[src/rtl/stopwatch_ctrl_if.sv]
// Stopwatch control bundle.
// Groups the switch/button inputs, the BCD digits fed back from the
// datapath, and the control outputs of stopwatch_ctrl.
//   master : drives switches, buttons and digits; observes control outputs
//   slave  : the controller (stopwatch_ctrl)
interface stopwatch_ctrl_if;
    logic       start;       // run switch, level
    logic       up;          // direction switch, 1 = count up
    logic       plus_min2;   // add-2-minutes button
    logic       sw_clear;    // clear button
    logic       speedup;     // fast-rate request, level
    logic       slowdown;    // slow-rate request, level
    logic [3:0] ss0;         // seconds, units
    logic [3:0] ss1;         // seconds, tens
    logic [3:0] mm0;         // minutes, units
    logic [3:0] mm1;         // minutes, tens
    logic       cnt_en;      // one-cycle count pulse
    logic       cnt_up;      // latched direction
    logic       add2_pulse;  // one-cycle add-2-minutes command
    logic       clr_pulse;   // one-cycle clear command
    logic [1:0] state;       // FSM state
    logic       running;     // state is RUN
    logic       at_limit;    // end of count for the current direction

    modport master (
        output start, up, plus_min2, sw_clear, speedup, slowdown,
        output ss0, ss1, mm0, mm1,
        input  cnt_en, cnt_up, add2_pulse, clr_pulse, state, running, at_limit
    );

    modport slave (
        input  start, up, plus_min2, sw_clear, speedup, slowdown,
        input  ss0, ss1, mm0, mm1,
        output cnt_en, cnt_up, add2_pulse, clr_pulse, state, running, at_limit
    );
endinterface

[src/rtl/stopwatch_ctrl.sv]
// Stopwatch controller.
// Synchronizes the asynchronous switches/buttons, runs the IDLE/RUN/PAUSE/DONE
// FSM, and divides in_clk down to a count-tick pulse whose period is
// selectable (normal, fast, slow). The BCD digits live in an external
// datapath; this block only issues count/add/clear commands to it.
//   in_clk : sole clock, rising edge
//   reset  : asynchronous, active-low
//   sw     : stopwatch_ctrl_if.slave (inputs, digits, control outputs)
module stopwatch_ctrl #(
    parameter int TICK_DIV   = 50000000,  // in_clk cycles per tick, >= 64
    parameter int FAST_SHIFT = 4          // fast period = TICK_DIV >> FAST_SHIFT
) (
    input  logic           in_clk,
    input  logic           reset,
    stopwatch_ctrl_if.slave sw
);

    // Wide enough for the slow period without overflow.
    localparam int DIV_W = $clog2((TICK_DIV << 1) + 1);

    localparam logic [DIV_W-1:0] P_NORM = DIV_W'(TICK_DIV);
    localparam logic [DIV_W-1:0] P_FAST = DIV_W'(TICK_DIV >> FAST_SHIFT);
    localparam logic [DIV_W-1:0] P_SLOW = DIV_W'(TICK_DIV << 1);

    typedef enum logic [1:0] {
        IDLE  = 2'd0,
        RUN   = 2'd1,
        PAUSE = 2'd2,
        DONE  = 2'd3
    } state_t;

    // Bit order: {slowdown, speedup, sw_clear, plus_min2, up, start}
    logic [5:0] sync1, sync2;
    logic [1:0] edge_prev;  // previous synchronized {sw_clear, plus_min2}

    state_t           state_q, state_next;
    logic [DIV_W-1:0] div_q, div_next;
    logic             cnt_up_q;

    logic start_s, up_s, speedup_s, slowdown_s;
    logic clr_rise, plus_rise;
    logic at_limit_c, add2_block;
    logic cnt_en_c, add2_c, clr_c;
    logic [DIV_W-1:0] period;

    assign start_s     = sync2[0];
    assign up_s        = sync2[1];
    assign speedup_s   = sync2[4];
    assign slowdown_s  = sync2[5];
    assign plus_rise   = sync2[2] & ~edge_prev[0];
    assign clr_rise    = sync2[3] & ~edge_prev[1];

    // Conflicting rate requests fall back to the normal period.
    always_comb begin
        period = P_NORM;
        if (speedup_s && !slowdown_s)
            period = P_FAST;
        else if (slowdown_s && !speedup_s)
            period = P_SLOW;
    end

    assign at_limit_c = cnt_up_q
        ? (sw.mm1 == 4'd9 && sw.mm0 == 4'd9 && sw.ss1 == 4'd5 && sw.ss0 == 4'd9)
        : (sw.mm1 == 4'd0 && sw.mm0 == 4'd0 && sw.ss1 == 4'd0 && sw.ss0 == 4'd0);

    // Adding two minutes at 98:xx or 99:xx would pass 99:59.
    assign add2_block = (sw.mm1 == 4'd9) && (sw.mm0 >= 4'd8);

    always_ff @(posedge in_clk or negedge reset) begin
        if (!reset) begin
            sync1     <= '0;
            sync2     <= '0;
            edge_prev <= '0;
        end else begin
            sync1     <= {sw.slowdown, sw.speedup, sw.sw_clear,
                          sw.plus_min2, sw.up, sw.start};
            sync2     <= sync1;
            edge_prev <= sync2[3:2];
        end
    end

    always_ff @(posedge in_clk or negedge reset) begin
        if (!reset) begin
            state_q  <= IDLE;
            div_q    <= '0;
            cnt_up_q <= 1'b0;
        end else begin
            state_q <= state_next;
            div_q   <= div_next;
            // Direction is frozen while running so a count never reverses mid-run.
            if (state_q != RUN)
                cnt_up_q <= up_s;
        end
    end

    // Priority: clear rise, then plus rise, then the start level.
    // The three pulses come from exclusive branches, so they never coincide.
    always_comb begin
        state_next = state_q;
        div_next   = div_q;
        cnt_en_c   = 1'b0;
        add2_c     = 1'b0;
        clr_c      = 1'b0;
        if (clr_rise) begin
            clr_c      = 1'b1;
            state_next = IDLE;
            div_next   = '0;
        end else if (plus_rise && state_q != RUN && !add2_block) begin
            add2_c     = 1'b1;
            state_next = PAUSE;
        end else begin
            case (state_q)
                IDLE, PAUSE: begin
                    if (start_s && !at_limit_c)
                        state_next = RUN;
                end
                RUN: begin
                    if (at_limit_c) begin
                        state_next = DONE;
                    end else begin
                        // '>=' also catches a rate change that leaves the
                        // count above the new terminal value.
                        if (div_q >= period - 1'b1) begin
                            cnt_en_c = 1'b1;
                            div_next = '0;
                        end else begin
                            div_next = div_q + 1'b1;
                        end
                        if (!start_s)
                            state_next = PAUSE;
                    end
                end
                DONE: begin
                    if (!start_s)
                        state_next = PAUSE;
                end
                default: state_next = IDLE;
            endcase
        end
    end

    assign sw.cnt_en     = cnt_en_c;
    assign sw.add2_pulse = add2_c;
    assign sw.clr_pulse  = clr_c;
    assign sw.cnt_up     = cnt_up_q;
    assign sw.state      = state_q;
    assign sw.running    = (state_q == RUN);
    assign sw.at_limit   = at_limit_c;

endmodule
[src/flat_wrapper.sv]
// flat-port wrapper written by rule: the top's interface ports become plain ports
module stopwatch_ctrl_flat 
#(
    parameter int TICK_DIV   = 50000000,                                  
    parameter int FAST_SHIFT = 4                                                 
)
  (in_clk, reset, sw_start, sw_up, sw_plus_min2, sw_sw_clear, sw_speedup, sw_slowdown, sw_ss0, sw_ss1, sw_mm0, sw_mm1, sw_cnt_en, sw_cnt_up, sw_add2_pulse, sw_clr_pulse, sw_state, sw_running, sw_at_limit);
  stopwatch_ctrl_if sw_i ();
  input  logic in_clk;
  input  logic reset;
  input wire logic [$bits(sw_i.start)-1:0] sw_start;
  input wire logic [$bits(sw_i.up)-1:0] sw_up;
  input wire logic [$bits(sw_i.plus_min2)-1:0] sw_plus_min2;
  input wire logic [$bits(sw_i.sw_clear)-1:0] sw_sw_clear;
  input wire logic [$bits(sw_i.speedup)-1:0] sw_speedup;
  input wire logic [$bits(sw_i.slowdown)-1:0] sw_slowdown;
  input wire logic [$bits(sw_i.ss0)-1:0] sw_ss0;
  input wire logic [$bits(sw_i.ss1)-1:0] sw_ss1;
  input wire logic [$bits(sw_i.mm0)-1:0] sw_mm0;
  input wire logic [$bits(sw_i.mm1)-1:0] sw_mm1;
  output wire logic [$bits(sw_i.cnt_en)-1:0] sw_cnt_en;
  output wire logic [$bits(sw_i.cnt_up)-1:0] sw_cnt_up;
  output wire logic [$bits(sw_i.add2_pulse)-1:0] sw_add2_pulse;
  output wire logic [$bits(sw_i.clr_pulse)-1:0] sw_clr_pulse;
  output wire logic [$bits(sw_i.state)-1:0] sw_state;
  output wire logic [$bits(sw_i.running)-1:0] sw_running;
  output wire logic [$bits(sw_i.at_limit)-1:0] sw_at_limit;
  assign sw_i.start = sw_start;
  assign sw_i.up = sw_up;
  assign sw_i.plus_min2 = sw_plus_min2;
  assign sw_i.sw_clear = sw_sw_clear;
  assign sw_i.speedup = sw_speedup;
  assign sw_i.slowdown = sw_slowdown;
  assign sw_i.ss0 = sw_ss0;
  assign sw_i.ss1 = sw_ss1;
  assign sw_i.mm0 = sw_mm0;
  assign sw_i.mm1 = sw_mm1;
  assign sw_cnt_en = sw_i.cnt_en;
  assign sw_cnt_up = sw_i.cnt_up;
  assign sw_add2_pulse = sw_i.add2_pulse;
  assign sw_clr_pulse = sw_i.clr_pulse;
  assign sw_state = sw_i.state;
  assign sw_running = sw_i.running;
  assign sw_at_limit = sw_i.at_limit;
  stopwatch_ctrl #(.TICK_DIV(TICK_DIV), .FAST_SHIFT(FAST_SHIFT)) u_core (.in_clk(in_clk), .reset(reset), .sw(sw_i));
endmodule
[config.mk]
export PLATFORM = sky130hd
export DESIGN_NAME = stopwatch_ctrl_flat
export DESIGN_NICKNAME = d
export VERILOG_FILES = /design/src/rtl/stopwatch_ctrl_if.sv /design/src/rtl/stopwatch_ctrl.sv /design/src/flat_wrapper.sv
export SDC_FILE = /design/constraint.sdc
export NUM_CORES = 1
export LEC_CHECK = 0
export ABC_AREA = 1
export ABC_CLOCK_PERIOD_IN_PS = 2350
export CAP_MARGIN = 25
export CORE_AREA = 2 2 61 107
export CTS_CLUSTER_SIZE = 20
export DETAILED_ROUTE_END_ITERATION = 16
export DIE_AREA = 0 0 63 109
export PLACE_DENSITY = 0.76
export SYNTH_ARGS = -nofsm -noshare
export SYNTH_HDL_FRONTEND = slang
export SYNTH_SLANG_ARGS = --single-unit
[constraint.sdc]
create_clock -name in_clk -period 2.35 [get_ports in_clk]
set_clock_uncertainty 0.05 [all_clocks]
set_input_delay 0.3525 -clock in_clk [delete_from_list [all_inputs] [get_ports in_clk]]
set_output_delay 0.3525 -clock in_clk [all_outputs]
set_load 0.01 [all_outputs]
==> results.toml <==
[yosys]
synth_area_mm2 = 0.00323
yosys.area.top_type_share_pct = 34.0
synth_cell_types = 36
yosysWarnings = 0
ys_async_sr_fraction_pct = 100
avgSynthCellArea_um2 = 7.17
synth_top_flop_cell = "dfrtp_1"
yosys-top-cells-area = "dfrtp_1 34%, nand2_1 15%, ha_1 10%, nor2_1 7.1%, inv_1 5.9%"
synth_seq_cells = 44
synth-edff-count = 0
syn_nets = 502
ys_seq_area_share_pct = 34.0
netlist_instances = 451
synth_area_leader_cell = "dfrtp_1"

[finish]
layout-drive-gt1-share_pct = 25.4
multi_input_area_mm2 = 0.00201
seqCellArea_mm2 = 0.00110
fillers = 495
syn_to_final_growth_pct = 33.0
diodes = 0
nNetsFinal = 590
fin_cells = 619
layout_commonest_cell = "nand2_1"
layout_common_cells = "125 x nand2_1, 54 x nor2_1, 48 x buf_4, 45 x inv_1, 43 x dfrtp_1"

[flow_run]
drv_cap = 0

[power_and_ir_drop]
power_leakage_uw = 0.00215
power_density_mw_per_mm2 = 407
irDropWorstVdd_mv = 0.411

[die]
num_io_pins = 32
start_util_pct = 53.6
placementRows = 38
dieHeight_um = 109
coreArea_mm2 = 0.00604
die_x_um = 63
dieArea_mm2 = 0.00687

[route]
avgViaCountPerCell = 5.22
wirelength_mm = 9.13
drt_iter0_drc = 115
drtPass1Iterations = 4
drc = 0
antenna_left = 0
wl_per_cell_um = 14.7
vias = 3234

[worst_hold_path]
min_from = "u_core.sync1[1]"
hold_path_class = "flip-flop to flip-flop"

[timing]
period_share_pct = 116
period_minus_slack_ns = 2.73
finalSetupViolCount = 22
tightest_slew_ns = 0.811
fin_tns_setup_ns = -6.41
relSlewSlack_pct = 45.5
rsz0062_at_grt = "yes"
holdWs_ns = 0.307
layout_setup_ws_ns = -0.384
hold_viol = 0
max_freq_mhz = 366
slew_viol_final = 0

[global_route]
grt_pass1_wl_mm = 14.7
grt_max_degree = 21
grt_pass1_vias = 3269
antenna_found_initial = 0
grtUsageTotal_pct = 28.3
globalRouteOverflowTotal = 0

[place]
hpwl_mm = 7.18
gp_congestion = 0.928
placedCellCount = 604
io_buffers = 31

[setup_path]
cp_common_cell = "nand2_2"
cp-start-kind = "flip-flop"
crit_type = "flip-flop to output pin"
critical_path.max_stage_delay_ns = 0.40
critPathLaunch = "u_core.sync2[4]"
critical_path.slowest_cell = "dfrtp_1"
required_ns = 1.95
worstPathMaxFanout = 9
worst_setup_path_end_kind = "output pin"
critPathBufInv = 2
cp.arrival_ns = 2.33
worstPathCellList = "buf_4 -> ha_4 -> ha_1 -> nand2_2 -> nor2_2 -> nand2_2 -> nor3b_2 -> nand2_1 -> nand2_2 -> nand2_2 -> nor2_1 -> buf_2"
critPathTopFamily = "simple AND/OR/NAND/NOR gates"
r2r-start = "u_core.sync2[4]"

[cts]
htreeDepth = 2
clockRootBuffer = "clkbuf_8"
clkSlewWorstSetupHoldPaths_ns = 0.08
clock_latency_ns = 0.30
cts_tree = "done"
clockBufferDepth = 2
numCtsBuffers = 5
cts_sinks = 44

[outcome]
violations = "setup timing"
status = "finished with violations"
-- logic make-up (layout without fill, tap and decap cells) --
kind of cell               count (synthesis)  count (layout)  share of synthesized area [%]
and+or+nand+nor                          289             289                           42.1
buffers and inverters                     64             152                           8.51
DFF                                       44              44                           34.0
adders and majority gates                 27              27                           10.4
AOI/OAI and AO/OA                         25              25                           4.53
other                                      1               1                          0.116
xor gates and xnor gates                   1               1                          0.271
-- synth_stat cells (all sizes together), types with 6 or more instances --
library cell and count:
a21oi 10, buf 6, dfrtp 44, ha 27
inv 57, nand2 147, nand3 37, nand4 12
nor2 76, nor3 9, o21ai 6
-- per-stage QoR --
stage          instance area [um2]  utilization [%]  setup slack, ns  total power, uW
2_1_floorplan                 3230                -           0.0241             1070
3_3_place_gp                  3980             65.9           -0.480             1250
3_5_place_dp                  3980             65.9           -0.576             1270
4_1_cts                       4260             70.5           -0.350             1760
5_1_grt                       4300             71.2           -0.485             1830
6_report                      4300             71.2           -0.384             1750
-- layout make-up --
type	count	area share [%]
clock buffers	6	1.69
clock inverters	1	0.116
inverters	58	5.15
multi-input cells	343	46.7
flip-flops and latches	44	25.6
well taps	80	2.33
repair buffers	87	18.4
-- final timing paths --
kind / end / slack, ns / cells past startpoint
worst max-delay path: sw_cnt_en / -0.38 / 12
worst min-delay path: u_core.sync2[1] / 0.31 / 0
worst max register to register: u_core.div_q[16] / -0.36 / 16
worst min register to register: u_core.sync2[1] / 0.31 / 0
max in group asynchronous: u_core.sync2[5] / 1.28 / 3
min in group asynchronous: u_core.div_q[3] / 0.40 / 2
-- sequential cells by signal, indices dropped and copies added, names as in the netlist --
signal,count
u_core.div_q,27
u_core.edge_prev,2
u_core.sw.cnt_up,1
u_core.sw.state,2
u_core.sync1,6
u_core.sync2,6
-- layer usage --
metal | track usage [%] | wire (um) | vias to the layer above
met2 | 57.0 | 5170 | 85
met4 | 16.5 | 425 | 0
met1 | 26.0 | 3190 | 1515
met5 | 0 | 0 | -
met3 | 4.33 | 348 | 29
li1 | - | - | 1605
-- worst register-to-register path, cell delays in order, from the launching register on --
cell and delay (ns):
dfrtp_1 0.40, buf_4 0.16, ha_4 0.21, ha_1 0.31, nand2_2 0.07, nor2_2 0.14, nand2_2 0.09, nor3b_2 0.18
nand2_1 0.11, buf_4 0.15, buf_4 0.12, buf_4 0.13, nand3_4 0.08, nand2_8 0.10, buf_6 0.14, clkinvlp_4 0.11
nor2_1 0.06
-- timing repair --
item | 4_1_cts | 5_1_grt
hold endpoints to repair | 11 | 0
pin swaps | 14 | 1
resized for setup | 32 | 9
hold buffers | 1 | 0
buffers inserted | 7 | 0
endpoints found under the setup margin | 28 | 29
gates cloned | 1 | 0
-- power by group --
group | switching (uW) | leakage, uW | internal, uW | total (uW)
logic | 245 | 0.00153 | 212 | 457
registers | 39.6 | 0.000574 | 802 | 842
clock network | 249 | 0.0000410 | 202 | 451
total | 534 | 0.00215 | 1220 | 1750
(Power assumes the default switching activity.)
